$ cat config.mk
export PLATFORM = sky130hd
export DESIGN_NAME = prog_fetch_rom
export DESIGN_NICKNAME = d
export VERILOG_FILES = /design/src/rtl/prog_fetch_rom.sv
export SDC_FILE = /design/constraint.sdc
export NUM_CORES = 1
export LEC_CHECK = 0
export BUFFER_PORTS_ARGS = -buffer_cell sky130_fd_sc_hd__buf_2
export CAP_MARGIN = 10
export CORE_MARGIN = 5
export CORE_UTILIZATION = 63
export CTS_CLUSTER_DIAMETER = 100
export DETAILED_ROUTE_END_ITERATION = 12
export PLACE_DENSITY = 0.81
export SLEW_MARGIN = 0
export SYNTH_ARGS = -nofsm -noshare
export SYNTH_HDL_FRONTEND = slang
export SYNTH_SLANG_ARGS = --single-unit
$ cat constraint.sdc
create_clock -name clk -period 13.6 [get_ports clk]
set_clock_uncertainty 0.15 [all_clocks]
set_input_delay 0.68 -clock clk [delete_from_list [all_inputs] [get_ports clk]]
set_output_delay 0.68 -clock clk [all_outputs]
set_load 0.03 [all_outputs]
$ cat src/rtl/prog_fetch_rom.sv
// Writable program store with a program-counter fetch engine that streams
// instruction words to the datapath over a valid/ready handshake.
module prog_fetch_rom #(
   parameter int DATA_W   = 16,
   parameter int ADDR_W   = 4,
   parameter int END_ADDR = 8,
   parameter int WRAP     = 0
) (
   input  logic              clk,
   input  logic              rst,
   input  logic              wr_en,
   input  logic [ADDR_W-1:0] wr_addr,
   input  logic [DATA_W-1:0] wr_data,
   input  logic              start,
   input  logic              halt,
   input  logic              jump_en,
   input  logic [ADDR_W-1:0] jump_addr,
   output logic              instr_valid,
   input  logic              instr_ready,
   output logic [DATA_W-1:0] instr_data,
   output logic [ADDR_W-1:0] instr_addr,
   output logic              busy,
   output logic              done
);

   localparam int DEPTH = 2 ** ADDR_W;
   localparam logic [ADDR_W-1:0] END_A = ADDR_W'(END_ADDR);

   typedef enum logic [1:0] {IDLE, RUN, DONE} state_t;

   state_t            state, next_state;
   logic [DATA_W-1:0] mem [DEPTH];
   logic              load_en;
   logic              drop_valid;
   logic [ADDR_W-1:0] load_addr;
   logic [DATA_W-1:0] load_word;
   logic              accept;
   logic              at_end;

   always_comb begin
      next_state = state;
      load_en    = 1'b0;
      drop_valid = 1'b0;
      load_addr  = '0;
      accept     = instr_valid && instr_ready;
      at_end     = (instr_addr >= END_A);
      case (state)
         IDLE: begin
            if (!halt && start) begin
               load_en    = 1'b1;
               next_state = RUN;
            end
         end
         RUN: begin
            if (halt) begin
               drop_valid = 1'b1;
               next_state = IDLE;
            end else if (jump_en) begin
               load_en   = 1'b1;
               load_addr = jump_addr;
            end else if (accept) begin
               if (!at_end) begin
                  load_en   = 1'b1;
                  load_addr = instr_addr + 1'b1;
               end else if (WRAP != 0) begin
                  load_en = 1'b1;
               end else begin
                  drop_valid = 1'b1;
                  next_state = DONE;
               end
            end
         end
         DONE: begin
            if (halt) begin
               next_state = IDLE;
            end else if (start) begin
               load_en    = 1'b1;
               next_state = RUN;
            end
         end
         default: next_state = IDLE;
      endcase
      // A same-cycle write to the word being fetched wins over the stored copy.
      load_word = (wr_en && (wr_addr == load_addr)) ? wr_data : mem[load_addr];
   end

   always_ff @(posedge clk or posedge rst) begin
      if (rst) begin
         for (int i = 0; i < DEPTH; i++) mem[i] <= '0;
      end else if (wr_en) begin
         mem[wr_addr] <= wr_data;
      end
   end

   always_ff @(posedge clk or posedge rst) begin
      if (rst) begin
         state       <= IDLE;
         instr_valid <= 1'b0;
         instr_data  <= '0;
         instr_addr  <= '0;
      end else begin
         state <= next_state;
         if (load_en) begin
            instr_data  <= load_word;
            instr_addr  <= load_addr;
            instr_valid <= 1'b1;
         end else if (drop_valid) begin
            instr_valid <= 1'b0;
         end
      end
   end

   assign busy = (state == RUN);
   assign done = (state == DONE);

endmodule

After elaboration in Yosys (flattened, before gate mapping)
Index checks and enable logic that the tools add are counted.
Widths: inputs -> output; s select.
- eq/ne operators: 8
- bitwise gates (word level): 2
- add/sub/neg operators: 1
- mux-type cells: 35
- reduce and logical (&&, ||, !) cells: 8
- $lt $le $gt $ge: 4
- operators with widths (cell ; number):
    $bwmux 256 ; 1
    $bmux 16 s4 ; 1
    $demux 16 s4 ; 1
    $mux 16 ; 4
    $mux 4 ; 5
    $mux 1 ; 14
    $mux 2 ; 7
    $ge 5x5->1 const B ; 2
    $not 4->5 ; 2
    $ne 3x2->1 const B ; 2
    $ne 3x3->1 const B ; 2
    $pmux 2 s3 ; 1
    $lt 5x1->1 const B ; 1
    $reduce_and 5->1 ; 1
    $add 4x1->4 const B ; 1
    $eq 4x4->1 ; 1
    $ge 4x4->1 const B ; 1
    $logic_and 1x1->1 ; 4
    $pmux 1 s3 ; 1
    $eq 2x1->1 const B ; 1
    $eq 2x2->1 const B ; 1
    $logic_not 2->1 ; 1
    $ne 2x2->1 const B ; 1
    $reduce_bool 2->1 ; 1
    $logic_not 1->1 ; 1
- logic and storage cells: 78
- register bits after elaboration: 279
- output and inout bits: 23
- bits of input ports: 31

Logic depth before layout (Yosys ltp)
- depth in word-level cells: 11
- mapped depth: 12
- mapped depth without buffers: 9

Least setup slack after synthesis
OpenSTA, ideal clock, no wires.
- path type: register -> register
- start point: register instr_addr[0]
- end point: register instr_data[15]
- arrival: 2.536 ns
- cell stages (with the launch flop): 12
- clock period less this slack: 2.808 ns
- setup time: 0.122 ns
- path slack: 10.792 ns
- cells stage by stage: dfrtp_1 > inv_1 > ha_1 > mux2_4 > a2111oi_0 > a211o_1 > a32oi_1 > or2_1 > buf_4 > buf_6 > nand4_1 > a21oi_1
- word-level cells in the longest chain between the ends: 11
- elaborated cells between the ends (all ways): 19
- RTL lines (item ; line ; source):
    start: declaration ; 21 ; output logic [ADDR_W-1:0] instr_addr,
    start signal: assignment ; 105 ; instr_addr <= load_addr;
    $add 4x1->4 or $ge 4x4->1 (tied branches) ; 64, 46 ;
    $mux 4 ; 62 ; if (!at_end) begin
    $mux 4 ; 61 ; end else if (accept) begin
    $mux 4 ; 58 ; end else if (jump_en) begin
    $mux 4 ; 55 ; if (halt) begin
    $mux 4 ; 47 ; case (state)
    $not 4->5 (implied by the code) ; 84 ; load_word = (wr_en && (wr_addr == load_addr)) ? wr_data : mem[load_addr];
    $bmux 16 s4 ; 84 ;
    $mux 16 (implied by the code) (2 in series) ; 84 ;
    $mux 16 ; 84 ;
    end signal: assignment ; 104 ; instr_data <= load_word;
    end: declaration ; 20 ; output logic [DATA_W-1:0] instr_data,
Several ways; a longest one is shown, not always the timed one. The select of a mux whose other input is x is not followed.
A chain may end at the register's enable or synchronous reset.

Worst setup path after layout
- start point: input port jump_en
- end point: register instr_data[14]
- word-level cells in the longest chain between the ends: 8
- elaborated cells between the ends (all ways): 13
- RTL lines (item ; line ; source):
    start: declaration ; 16 ; input logic jump_en,
    $mux 4 ; 58 ;
    $mux 4 ; 55 ;
    $mux 4 ; 47 ;
    $not 4->5 (implied by the code) ; 84 ;
    $bmux 16 s4 ; 84 ;
    $mux 16 (implied by the code) (2 in series) ; 84 ;
    $mux 16 ; 84 ;
Several ways; a longest one is shown, not always the timed one. The select of a mux whose other input is x is not followed.

==> flow_summary.rst <==
.. list-table::
   :header-rows: 1

   * - Metric
     - Value
   * - Routability congestion estimate from global placement
     - 0.857
   * - Remaining global-route overflow
     - 0
   * - Hold_buf cts
     - 0
   * - Number of enable-type register cells in the synthesized netlist
     - 0
   * - Fraction of final layout cells with drive strength greater than 1
     - 35.6%
   * - Antenna violations before repair
     - 0
   * - Leakage power
     - 6.21 nW
   * - FF-to-FF Start
     - instr_addr[0]$_DFFE_PP0P_
   * - Placed standard-cell area
     - roughly 13000 sq um
   * - Setup repair after global routing missed its margin
     - no
   * - Remaining routing DRC violations
     - 0
   * - Met3 wire length
     - 2.99 mm
   * - TritonCTS clock tree
     - built
   * - Post-route cell area
     - 14400 sq um
   * - Data arrival at the endpoint of the critical path
     - 3.98 ns
   * - Synthesis warning total
     - 0
   * - Pin count of the biggest net entering global routing
     - 129
   * - Startpoint class of the critical path
     - input pin
   * - Hold Vio Cnt, Final
     - 0
   * - Endpoints failing setup
     - 0
   * - Layout overhead on the synthesized area
     - 10.0%
   * - Critical path type
     - input pin to flip-flop
   * - Die boundary height
     - 154 um
   * - WHS
     - 0.196 ns
   * - Fillers
     - 1442
   * - Part of the Yosys area used for sequential elements
     - 53.4%
   * - Synthesized area
     - 13100 sq um
   * - Met2 wirelength from detailed routing
     - 15.9 mm
   * - Drt initial violations
     - 832
   * - R2R depth
     - 9
   * - Buffers on Ports
     - between 50 and 60
   * - Wl on met1
     - 13.5 mm
   * - Synth cell types
     - between 50 and 60
   * - Capturing element type of the critical path
     - flip-flop
   * - Post-CTS setup buffers
     - 0
   * - Number of vias after detailed routing
     - 9386
   * - Run status
     - finished clean
   * - Total number of H-tree levels
     - 1
   * - Highest clock frequency the design can meet
     - 0.272 GHz
   * - Clock transition at the register clock pins on the worst setup and hold paths after CTS
     - 0.06 ns
   * - Post-detail-place hpwl
     - 19.8 mm
   * - Max-cap violations
     - 0
   * - Biggest fanout along the worst timing path
     - 39
   * - Tot GR Track Use
     - 28.1%
   * - Max Transition Viols Final
     - 0
   * - Worst min-delay path category
     - input pin to asynchronous set/reset pin
   * - End of the worst register-to-register path
     - instr_data[14]$_DFFE_PP0P_
   * - Mean number of vias per cell
     - 6.70
   * - CTS root buf
     - clkbuf_16
   * - Routed Antenna Nets
     - 0
   * - CORE AREA
     - 20400 sq um
   * - I/O pin total
     - 54
   * - Setup TNS
     - 0 ns
   * - Wire length per cell after detailed routing
     - approximately 24 um
   * - Sink count of the clock tree
     - ~280
   * - Minimum setup slack in the final design
     - approximately 9.9 ns
   * - Area of the die
     - approximately 24000 sq um
   * - Initial core utilization
     - 64.2%
   * - Instance count of the mapped netlist
     - around 1100
   * - Actual transition at the worst max-transition pin
     - 1.30 ns
   * - Headroom to the max-slew limit
     - 13.2%
   * - Count of nets after finishing
     - 1143
   * - Antenna cell count
     - 0
   * - Chip width
     - between 150 and 200 um
   * - Drt total wl
     - 33.8 mm
   * - First-pass iteration count of the detailed router
     - 5
   * - Power Density
     - 165 nW/um^2
   * - Wire length of the first global-routing pass
     - 53.2 mm
   * - Main synth FF type
     - dfrtp_1
   * - Vias in the first global route
     - 9596
   * - Part of the cycle the worst path needs
     - 27.0%
   * - Mapped Nets
     - between 1000 and 1500
   * - Reg-to-reg setup timing slack
     - 9.93 ns
   * - Std-Cell Rows
     - 52
   * - Num CTS Buffers
     - 29
   * - Uppermost metal layer occupied by signal nets
     - met4
   * - Required time of the worst setup path
     - 13.91 ns
   * - Async set-reset flop share out of synthesis
     - between 90% and 100%
   * - Worst slack after detailed placement
     - 9.53 ns
   * - Synthesized area per cell
     - 11.9 sq um
   * - Clock latency on the worst-skew pair
     - between 0.5 and 0.6 ns
   * - Post-cts gate resize count
     - 0
   * - Final min period
     - 3.68 ns
   * - Peak VDD IR
     - 0.000121 V
   * - Register bit total from synthesis
     - 279
   * - CTS Buffer Depth
     - 3
per-stage QoR:
step | power (mW) | util, % | cells
4_1_cts | 2.38 | 70.6 | 1400
6_report | 2.38 | 70.7 | 1401
3_3_place_gp | 1.59 | 66.1 | 1348
2_1_floorplan | 1.48 | - | 1096
3_5_place_dp | 1.62 | 66.1 | 1348
5_1_grt | 2.48 | 70.7 | 1401
layout by cell type, fill, tap and decap left out, types with 23 or more instances in the layout:
master       n
a21oi_1     61
a221oi_1    39
a22oi_1     45
buf_2       53
clkbuf_16   29
dfrtp_1    279
inv_1       32
mux2_2     272
nand2_1     54
nand3_1     23
o21ai_0     78
cell usage after synthesis, drive strengths merged, types with 2 or more instances:
| cell | count | area, sq um |
|---|---|---|
| ha | 2 | 25.0 |
| mux2 | 274 | 3090 |
| dfrtp | 279 | 6980 |
| nand3 | 23 | 115 |
| nor2 | 30 | 115 |
| a21o | 2 | 15.0 |
| clkbuf | 64 | 240 |
| a21oi | 62 | 310 |
| nand2 | 56 | 210 |
| inv | 34 | 128 |
| nand4 | 17 | 106 |
| o21ai | 79 | 395 |
| a211oi | 7 | 52.6 |
| buf | 25 | 156 |
| o22ai | 3 | 18.8 |
| nand4b | 2 | 17.5 |
| nand2b | 12 | 75.1 |
| nor3b | 4 | 30.0 |
| a22oi | 45 | 338 |
| o21a | 2 | 15.0 |
| or3 | 2 | 12.5 |
| mux2i | 5 | 50.1 |
| a2bb2oi | 3 | 26.3 |
| nor2b | 3 | 18.8 |
| a2111oi | 5 | 43.8 |
| a221oi | 39 | 342 |
per-layer routing:
layer / vias to the layer above / global-route usage (%)
met2: 446 / 44.4
li1: 4042 / -
met5: - / 0
met4: 0 / 11.4
met1: 4796 / 38.1
met3: 102 / 6.04
critical path, stage by stage:
cell      delay (ns)
buf_2           0.26
nand2b_1        0.80
nand2_2         0.09
buf_4           0.36
nor3_4          0.70
buf_4           0.41
a22oi_1         0.11
a22oi_1         0.24
nand4_1         0.13
a21oi_1         0.17
how the worst max path moves through the flow:
stage	slack (ns)	cells after the start	startpoint	endpoint
CTS	10.02	9	instr_addr[0]$_DFFE_PP0P_	instr_data[15]$_DFFE_PP0P_
global placement	9.59	10	jump_en	instr_data[15]$_DFFE_PP0P_
detailed placement	9.53	10	jump_en	instr_data[15]$_DFFE_PP0P_
finish	9.92	10	jump_en	instr_data[14]$_DFFE_PP0P_
floorplan	5.08	1	rst	instr_addr[0]$_DFFE_PP0P_
global route	9.74	9	instr_addr[0]$_DFFE_PP0P_	instr_data[14]$_DFFE_PP0P_
where the power goes:
group / switching [mW] / internal (mW)
combinational: 0.257 / 0.228
clock: 0.315 / 0.447
sequential: 0.102 / 1.03
cell families (layout without fill, tap and decap cells):
family / count (synthesis) / in the layout / synth area share [%]
flip-flops: 279 / 279 / 53.4
AND/OR/NAND/NOR: 157 / 157 / 5.88
AO/OA/AOI/OAI: 255 / 255 / 12.4
XOR/XNOR: 1 / 1 / 0.0670
buffers and inverters: 123 / 158 / 4.01
multiplexers: 279 / 279 / 24.0
adder cells (fa/ha/maj): 2 / 2 / 0.191
final cells by class:
class / count / area [sq um] / area share, %
multi-input combinational: 694 / 5610 / 39.0
tap: 270 / 338 / 2.35
clock inverter: 9 / 101 / 0.704
clock buffer: 43 / 808 / 5.62
inverter: 34 / 135 / 0.939
timing repair buffer: 72 / 415 / 2.89
sequential: 279 / 6980 / 48.5
registers in the layout, summed over array words and instances, names as in the netlist:
| signal | cells |
|---|---|
| instr_data | 16 |
| instr_addr | 4 |
| instr_valid | 1 |
| state | 2 |
| mem | 256 |
Power figures use the tool's default switching activity.
